`config.mk`:
```
export PLATFORM = sky130hd
export DESIGN_NAME = imm_encode_flat
export DESIGN_NICKNAME = d
export VERILOG_FILES = /design/src/rtl/imm_pkg.sv /design/src/rtl/imm_encode_if.sv /design/src/rtl/imm_fit_check.sv /design/src/rtl/imm_encode.sv /design/src/flat_wrapper.sv
export SDC_FILE = /design/constraint.sdc
export NUM_CORES = 1
export LEC_CHECK = 0
export BUFFER_PORTS_ARGS = -buffer_cell sky130_fd_sc_hd__buf_2
export CELL_PAD_IN_SITES_DETAIL_PLACEMENT = 1
export CELL_PAD_IN_SITES_GLOBAL_PLACEMENT = 1
export CORE_ASPECT_RATIO = 2
export CORE_MARGIN = 2
export CORE_UTILIZATION = 38
export DETAILED_ROUTE_END_ITERATION = 10
export PLACE_DENSITY_LB_ADDON = 0.15
export SYNTH_ARGS = -nofsm -noshare
export SYNTH_HDL_FRONTEND = slang
export SYNTH_SLANG_ARGS = --single-unit
```
`constraint.sdc`:
```
create_clock -name clk -period 2 [get_ports clk]
set_clock_uncertainty 0.2 [all_clocks]
set_input_delay 0.5 -clock clk [delete_from_list [all_inputs] [get_ports clk]]
set_output_delay 0.5 -clock clk [all_outputs]
set_load 0.02 [all_outputs]
```
`src/rtl/imm_pkg.sv`:
```
`default_nettype none
// ============================================================================
// Package : imm_pkg
// Desc    : Extension-op codes and immediate width shared by the immediate
//           encoder and the datapath extension stage.
// Rev     : 1.0  initial release
// ============================================================================
package imm_pkg;

    localparam int         IMM_W       = 24;

    localparam logic [1:0] EXTOP_U8    = 2'b00;
    localparam logic [1:0] EXTOP_U12   = 2'b01;
    localparam logic [1:0] EXTOP_OFF24 = 2'b10;
    localparam logic [1:0] EXTOP_ILL   = 2'b11;

    typedef struct packed {
        logic [IMM_W-1:0] imm;
        logic             fit;
    } imm_res_t;

endpackage : imm_pkg
`default_nettype wire

```
`src/rtl/imm_encode_if.sv`:
```
`default_nettype none
// ============================================================================
// Interface : imm_encode_if
// Desc      : Request/result valid-ready bus of the immediate encoder.
// Rev       : 1.0  initial release
// ============================================================================
interface imm_encode_if #(
    parameter int TAG_W = 4
) ();

    logic                       in_valid;
    logic                       in_ready;
    logic [31:0]                in_value;
    logic [1:0]                 in_extop;
    logic [TAG_W-1:0]           in_tag;

    logic                       out_valid;
    logic                       out_ready;
    logic [imm_pkg::IMM_W-1:0]  out_imm;
    logic                       out_fit;
    logic [TAG_W-1:0]           out_tag;

    modport master (
        output in_valid, in_value, in_extop, in_tag, out_ready,
        input  in_ready, out_valid, out_imm, out_fit, out_tag
    );

    modport slave (
        input  in_valid, in_value, in_extop, in_tag, out_ready,
        output in_ready, out_valid, out_imm, out_fit, out_tag
    );

endinterface : imm_encode_if
`default_nettype wire

```
`src/rtl/imm_fit_check.sv`:
```
`default_nettype none
// ============================================================================
// Module : imm_fit_check
// Desc   : Combinational value -> immediate field encoder with exact-fit flag.
// Rev    : 1.0  initial release
// ============================================================================
module imm_fit_check
    import imm_pkg::*;
(
    input  wire logic [31:0]      i_value,
    input  wire logic [1:0]       i_extop,
    output logic      [IMM_W-1:0] o_imm,
    output logic                  o_fit
);

    // Field is always the truncated slice, even when it does not fit.
    always_comb begin
        o_imm = '0;
        o_fit = 1'b0;
        case (i_extop)
            EXTOP_U8: begin
                o_imm = {16'd0, i_value[7:0]};
                o_fit = (i_value[31:8] == 24'd0);
            end
            EXTOP_U12: begin
                o_imm = {12'd0, i_value[11:0]};
                o_fit = (i_value[31:12] == 20'd0);
            end
            EXTOP_OFF24: begin
                o_imm = i_value[25:2];
                o_fit = (i_value[1:0] == 2'b00) &&
                        (i_value[31:26] == {6{i_value[25]}});
            end
            default: begin
                o_imm = '0;
                o_fit = 1'b0;
            end
        endcase
    end

endmodule : imm_fit_check
`default_nettype wire

```
`src/rtl/imm_encode.sv`:
```
`default_nettype none
// ============================================================================
// Module : imm_encode
// Desc   : Two-stage valid/ready immediate encoder (inverse of imm extension).
// Macro  : IMM_ENCODE_STATS_EN adds the saturating fail_count output.
// Rev    : 1.0  initial release
// ============================================================================
module imm_encode
    import imm_pkg::*;
#(
    parameter int TAG_W = 4
) (
    input  wire logic   clk,
    input  wire logic   rst,
    imm_encode_if.slave bus
`ifdef IMM_ENCODE_STATS_EN
    ,
    output logic [15:0] fail_count
`endif
);

    logic               r_s1_valid;
    logic [31:0]        r_s1_value;
    logic [1:0]         r_s1_extop;
    logic [TAG_W-1:0]   r_s1_tag;

    logic               r_s2_valid;
    logic [IMM_W-1:0]   r_s2_imm;
    logic               r_s2_fit;
    logic [TAG_W-1:0]   r_s2_tag;

    logic [IMM_W-1:0]   w_imm;
    logic               w_fit;
    logic               w_s2_load;
    logic               w_in_ready;
    logic               w_accept;
    logic               w_pop;

    imm_fit_check u_fit (
        .i_value (r_s1_value),
        .i_extop (r_s1_extop),
        .o_imm   (w_imm),
        .o_fit   (w_fit)
    );

    assign w_pop      = r_s2_valid && bus.out_ready;
    assign w_s2_load  = r_s1_valid && (!r_s2_valid || bus.out_ready);
    // No skid buffer: S1 can only take a new request when it empties this cycle.
    assign w_in_ready = !rst && (!r_s1_valid || w_s2_load);
    assign w_accept   = bus.in_valid && w_in_ready;

    always_ff @(posedge clk) begin
        if (rst) begin
            r_s1_valid <= 1'b0;
            r_s1_value <= '0;
            r_s1_extop <= '0;
            r_s1_tag   <= '0;
        end else if (w_accept) begin
            r_s1_valid <= 1'b1;
            r_s1_value <= bus.in_value;
            r_s1_extop <= bus.in_extop;
            r_s1_tag   <= bus.in_tag;
        end else if (w_s2_load) begin
            r_s1_valid <= 1'b0;
        end
    end

    always_ff @(posedge clk) begin
        if (rst) begin
            r_s2_valid <= 1'b0;
            r_s2_imm   <= '0;
            r_s2_fit   <= 1'b0;
            r_s2_tag   <= '0;
        end else if (w_s2_load) begin
            r_s2_valid <= 1'b1;
            r_s2_imm   <= w_imm;
            r_s2_fit   <= w_fit;
            r_s2_tag   <= r_s1_tag;
        end else if (w_pop) begin
            r_s2_valid <= 1'b0;
        end
    end

    assign bus.in_ready  = w_in_ready;
    assign bus.out_valid = r_s2_valid;
    assign bus.out_imm   = r_s2_imm;
    assign bus.out_fit   = r_s2_fit;
    assign bus.out_tag   = r_s2_tag;

`ifdef IMM_ENCODE_STATS_EN
    logic [15:0] r_fail_count;

    // Counted only when a non-fitting result is actually consumed.
    always_ff @(posedge clk) begin
        if (rst) begin
            r_fail_count <= '0;
        end else if (w_pop && !r_s2_fit && (r_fail_count != 16'hFFFF)) begin
            r_fail_count <= r_fail_count + 16'd1;
        end
    end

    assign fail_count = r_fail_count;
`endif

endmodule : imm_encode
`default_nettype wire

```
`src/flat_wrapper.sv`:
```
// flat-port wrapper written by rule: the top's interface ports become plain ports
module imm_encode_flat import imm_pkg::*;
#(
    parameter int TAG_W = 4
)
  (clk, rst, bus_in_valid, bus_in_value, bus_in_extop, bus_in_tag, bus_out_ready, bus_in_ready, bus_out_valid, bus_out_imm, bus_out_fit, bus_out_tag);
  imm_encode_if #(.TAG_W(TAG_W)) bus_i ();
  input  wire logic clk;
  input  wire logic rst;
  input wire logic [$bits(bus_i.in_valid)-1:0] bus_in_valid;
  input wire logic [$bits(bus_i.in_value)-1:0] bus_in_value;
  input wire logic [$bits(bus_i.in_extop)-1:0] bus_in_extop;
  input wire logic [$bits(bus_i.in_tag)-1:0] bus_in_tag;
  input wire logic [$bits(bus_i.out_ready)-1:0] bus_out_ready;
  output wire logic [$bits(bus_i.in_ready)-1:0] bus_in_ready;
  output wire logic [$bits(bus_i.out_valid)-1:0] bus_out_valid;
  output wire logic [$bits(bus_i.out_imm)-1:0] bus_out_imm;
  output wire logic [$bits(bus_i.out_fit)-1:0] bus_out_fit;
  output wire logic [$bits(bus_i.out_tag)-1:0] bus_out_tag;
  assign bus_i.in_valid = bus_in_valid;
  assign bus_i.in_value = bus_in_value;
  assign bus_i.in_extop = bus_in_extop;
  assign bus_i.in_tag = bus_in_tag;
  assign bus_i.out_ready = bus_out_ready;
  assign bus_in_ready = bus_i.in_ready;
  assign bus_out_valid = bus_i.out_valid;
  assign bus_out_imm = bus_i.out_imm;
  assign bus_out_fit = bus_i.out_fit;
  assign bus_out_tag = bus_i.out_tag;
  imm_encode #(.TAG_W(TAG_W)) u_core (.clk(clk), .rst(rst), .bus(bus_i));
endmodule
```
[Word-level counts from Yosys, hierarchy flattened]
Index checks and enable logic that the tools add are counted.
Word-level totals
  register bits: 69
  input port bits: 42
  output and inout port bits: 31
  word-level logic and storage cells: 33
Operators by class
  equal/unequal tests: 3
  muxes and demuxes: 6
  reduce and logical (&&, ||, !) cells: 16
Operator list (number)
  $pmux W24 S3: 1
  $logic_not A24 Y1: 1
  $logic_not A20 Y1: 1
  $eq A6 B6 Y1: 1
  $logic_and A1 B1 Y1: 5
  $logic_not A2 Y1: 2
  $mux W1: 4
  $reduce_bool A2 Y1: 2
  $logic_not A1 Y1: 3
  $pmux W1 S3: 1
  $eq A2 B1 Y1 const B: 1
  $eq A2 B2 Y1 const B: 1
  $logic_or A1 B1 Y1: 2

[Depth between registers and ports, before layout]
  word-level depth: 7
  mapped depth: 6
  gate-level depth less buffers: 4

[Modules after synthesis]
A second synthesis with hierarchy kept.
Second synthesis, totals
  cells, all modules: 326
  area total of the unflattened synthesis: 3116.7 µm²
By module, submodules not included
  imm_encode: instances 1, cells an instance 264, area each 2745.1 µm², sequential area each 1381.3 µm²
  imm_fit_check: instances 1, cells an instance 62, area each 371.6 µm², sequential area each 0.0 µm²

[Least setup slack after synthesis]
OpenSTA, ideal clock, no wires.
  path type: in2out
  start point: input port rst
  end point: output port bus_in_ready
  arrival: 1.359 ns
  data required time: 1.300 ns
  path slack: -0.059 ns
  stages on the path: 4
  buffers on the path: 3
  path through: clkbuf_1 buf_2 buf_2 a21oi_1
Between the ends
  longest elaborated chain between the ends: 2
RTL lines
  start: declaration: RTL line flat_wrapper.sv:9  | input wire logic rst;
  $logic_not A1 Y1: RTL line imm_encode.sv:49  | assign w_in_ready = !rst && (!r_s1_valid || w_s2_load);
  $logic_and A1 B1 Y1: RTL line imm_encode.sv:49
  end: declaration: RTL line flat_wrapper.sv:15  | output wire logic [$bits(bus_i.in_ready)-1:0] bus_in_ready;
No other way between the ends.

[Final worst setup path]
  start point: register u_core.r_s2_valid, in the netlist u_core.bus.out_valid
  end point: output port bus_in_ready
Between the ends
  longest elaborated chain between the ends: 5
RTL lines
  start: declaration: RTL line imm_encode.sv:27  | logic r_s2_valid;
  start signal: assignment: RTL line imm_encode.sv:70  | r_s2_valid <= 1'b0;
  start signal: assignment: RTL line imm_encode.sv:75  | r_s2_valid <= 1'b1;
  start signal: assignment: RTL line imm_encode.sv:80  | r_s2_valid <= 1'b0;
  $logic_not A1 Y1: RTL line imm_encode.sv:47  | assign w_s2_load = r_s1_valid && (!r_s2_valid || bus.out_ready);
  $logic_or A1 B1 Y1: RTL line imm_encode.sv:47
  $logic_and A1 B1 Y1: RTL line imm_encode.sv:47
  $logic_or A1 B1 Y1: RTL line imm_encode.sv:49
  $logic_and A1 B1 Y1: RTL line imm_encode.sv:49
No other way between the ends.

==> flow_summary.ini <==
[floorplanning]
top_level_ports = 73
rows = 43
core_um2 = 6940
start_util_pct = 39.0
die_area_um2 = 7860
chipHeight_um = 123
die_w_um = 63.7

[final_layout]
layout_common_cells = 72 x buf_2, 69 x dfxtp_1, 61 x nand2_1, 38 x nand2b_1, 31 x o21ai_0
layout_commonest_cell = buf_2
area_growth_pct = 27.0
instances_no_fill = 484
fin_nets = 432
num-fill-cells = 857
drive_above_1_share_pct = 24.9
n_antenna_cell = 0

[clocking]
clk_latency_ns = 0.33
htree_levels = 3
root_buffer = clkbuf_16
clockBufferDepth = 2
cts.sinks = 69
postCtsHoldBufs = 0
post_cts_buffers = 0
path_clk_slew_ns = 0.05
cts_tree = done
post_cts_resized = 0
cts_made_buffers = 9

[global_route]
grt_pass1_vias = 2341
grt_first_pass_wirelength_mm = 10.9
grt_usage_pct = 18.3
antenna_found_initial = 0
grt_max_degree = 77
overflow = 0

[route]
ant_nets = 0
via_count = 2424
drt_iter0_drc = 102
dr.pass1.iters = 4
post_drt_wl_per_cell_um = 13.9
postRouteWirelength_mm = 6.75
route.detailed.drc = 0
via_per_inst = 5.01

[timing]
max_slew_margin_pct = 69.4
drv_slew = 0
worst_pin_slew_ns = 0.457
final-hold-violation-count = 0
setup_violations = 0
fmax_ghz = 0.530
final.min_clock_period_ns = 1.89
setup_tns_ns = 0
finalCritPeriodShare_pct = 94.3
rsz0062_at_grt = no

[critical_path]
worstSetupEndpointType = primary output
crit_arrival_ns = 1.19
start_kind = flip-flop
r2r_cells = 4
reg2reg_setup_slack_ns = 0.33
timing.rr.end = u_core.bus.out_imm[22]$_SDFFE_PP0P_
crit_required_ns = 1.30
crit_path_max_fanout = 4
worstSetupPathType = flip-flop to primary output
rr_startpoint = u_core.r_s1_extop[1]$_SDFFE_PP0P_

[power]
pwr-share-comb_pct = 9.8
p_seq_share_pct = 44.8
power_density_nw_per_um2 = 984
ir_drop_mv = 0.534
switchingPower_uw = 789
swShare_pct = 23.3
pwr-share-clk_pct = 45.5
power.internal_uw = 2600
power_uw = 3390
leakage_uw = 0.00141

[worst_hold_path]
min_to = u_core.r_s1_extop[0]$_SDFFE_PP0P_
worstHoldStart = bus_in_extop[0]
worstHoldPathType = input port to flip-flop
worst_hold_path.num_cells = 3

[synth]
synth_top_area_share_pct = 51.0
yosysSeqAreaShare_pct = 51.0
ys_ff_latch = 69
synth_nets = 365
syn_area_per_cell_um2 = 8.39
ys_top_cells_by_area = dfxtp_1 51%, nand2b_1 8.8%, nand2_1 8.4%
ys_types = 25
ys_warn_count = 0
syn-instance-count = 323
synth_top_area_cell = dfxtp_1
netlist_area_um2 = 2710

[run]
drv_cap = 0

[placement]
dp_hpwl_mm = 4.63
post-place-cells = 469
finalWeightedCongestion = 0.713
io_buffers = 72

[run_status]
status = complete, no violations
[state kept, by name (all words and copies together) (netlist names)]
signal,count
u_core.r_s1_value,32
u_core.bus.out_tag,4
u_core.r_s1_tag,4
u_core.bus.out_valid,1
u_core.bus.out_imm,24
u_core.bus.out_fit,1
u_core.r_s1_extop,2
u_core.r_s1_valid,1
[logic make-up (layout without fill, tap and decap cells)]
logic type / count (synthesis) / in the layout / synth area share (%)
and+or+nand+nor: 155 / 155 / 27.5
AOI/OAI and AO/OA: 73 / 73 / 16.0
DFF: 69 / 69 / 51.0
buffers and inverters: 26 / 97 / 5.59
[final cells by class]
class	instances	area (um2)	share of cell area [%]
multi-input combinational	228	1180	34.4
tap	90	113	3.27
clock buffer	15	298	8.65
inverter	2	7.51	0.218
timing repair buffer	80	458	13.3
sequential	69	1380	40.1
[power groups by stage]
| stage | Combinational [uW] | Sequential [uW] | Clock (uW) |
|---|---|---|---|
| 2_1_floorplan | 193 | 1560 | 0 |
| 3_3_place_gp | 330 | 1540 | 0 |
| 3_5_place_dp | 337 | 1550 | 0 |
| 4_1_cts | 339 | 1520 | 1580 |
| 5_1_grt | 373 | 1530 | 1640 |
| 6_report | 331 | 1520 | 1540 |
[per-layer routing]
| metal | part of all wire (%) | vias up | GRT usage [%] |
|---|---|---|---|
| li1 | - | 1232 | - |
| met1 | 39 | 1122 | 19.5 |
| met2 | 55 | 57 | 32.7 |
| met3 | 4.0 | 13 | 4.82 |
| met4 | 2.5 | 0 | 9.24 |
| met5 | 0 | - | 0 |
[worst max path at each step]
stage,start,endpoint,slack [ns],cells past startpoint
finish,u_core.bus.out_valid$_SDFFE_PP0P_,bus_in_ready,0.11,3
global route,u_core.bus.out_valid$_SDFFE_PP0P_,bus_in_ready,0.02,3
CTS,u_core.bus.out_valid$_SDFFE_PP0P_,bus_in_ready,0.08,3
detailed placement,bus_out_ready,bus_in_ready,0.21,4
global placement,bus_out_ready,bus_in_ready,0.22,4
floorplan,rst,bus_in_ready,0.06,4
[critical path: stages, from the launching register on]
cell and delay (ns):
dfxtp_1 0.34, nor2b_2 0.28, a21oi_2 0.08, buf_2 0.16
[synthesized netlist by cell type]
library cell and n:
o21ai_0 31, clkinv_1 1, nor2b_2 1, o21ai_1 8
a41o_1 1, a211oi_4 1, nand4_1 2, and2_1 1
nor4_1 5, inv_1 1, a21oi_1 19, o31ai_1 1
clkbuf_2 2, nand3_1 13, a221oi_1 12, dfxtp_1 69
nor3_1 14, nor2_1 17, nor2b_1 2, buf_6 5
buf_2 11, clkbuf_1 6, nand2_1 61, nand2b_1 38
nor3b_1 1
[through the flow]
step | setup WS (ns) | hold WS (ns) | instance area, um2 | utilization (%)
after global placement | 0.224 | 0.237 | 3140 | 45.3
final | 0.114 | 0.166 | 3440 | 49.6
after global routing | 0.0233 | 0.164 | 3440 | 49.6
after floorplan | 0.0611 | 0.232 | 2710 | -
after CTS | 0.0826 | 0.157 | 3440 | 49.6
after detailed placement | 0.210 | 0.245 | 3140 | 45.3
Note: power is estimated with default switching activity, not from simulation.
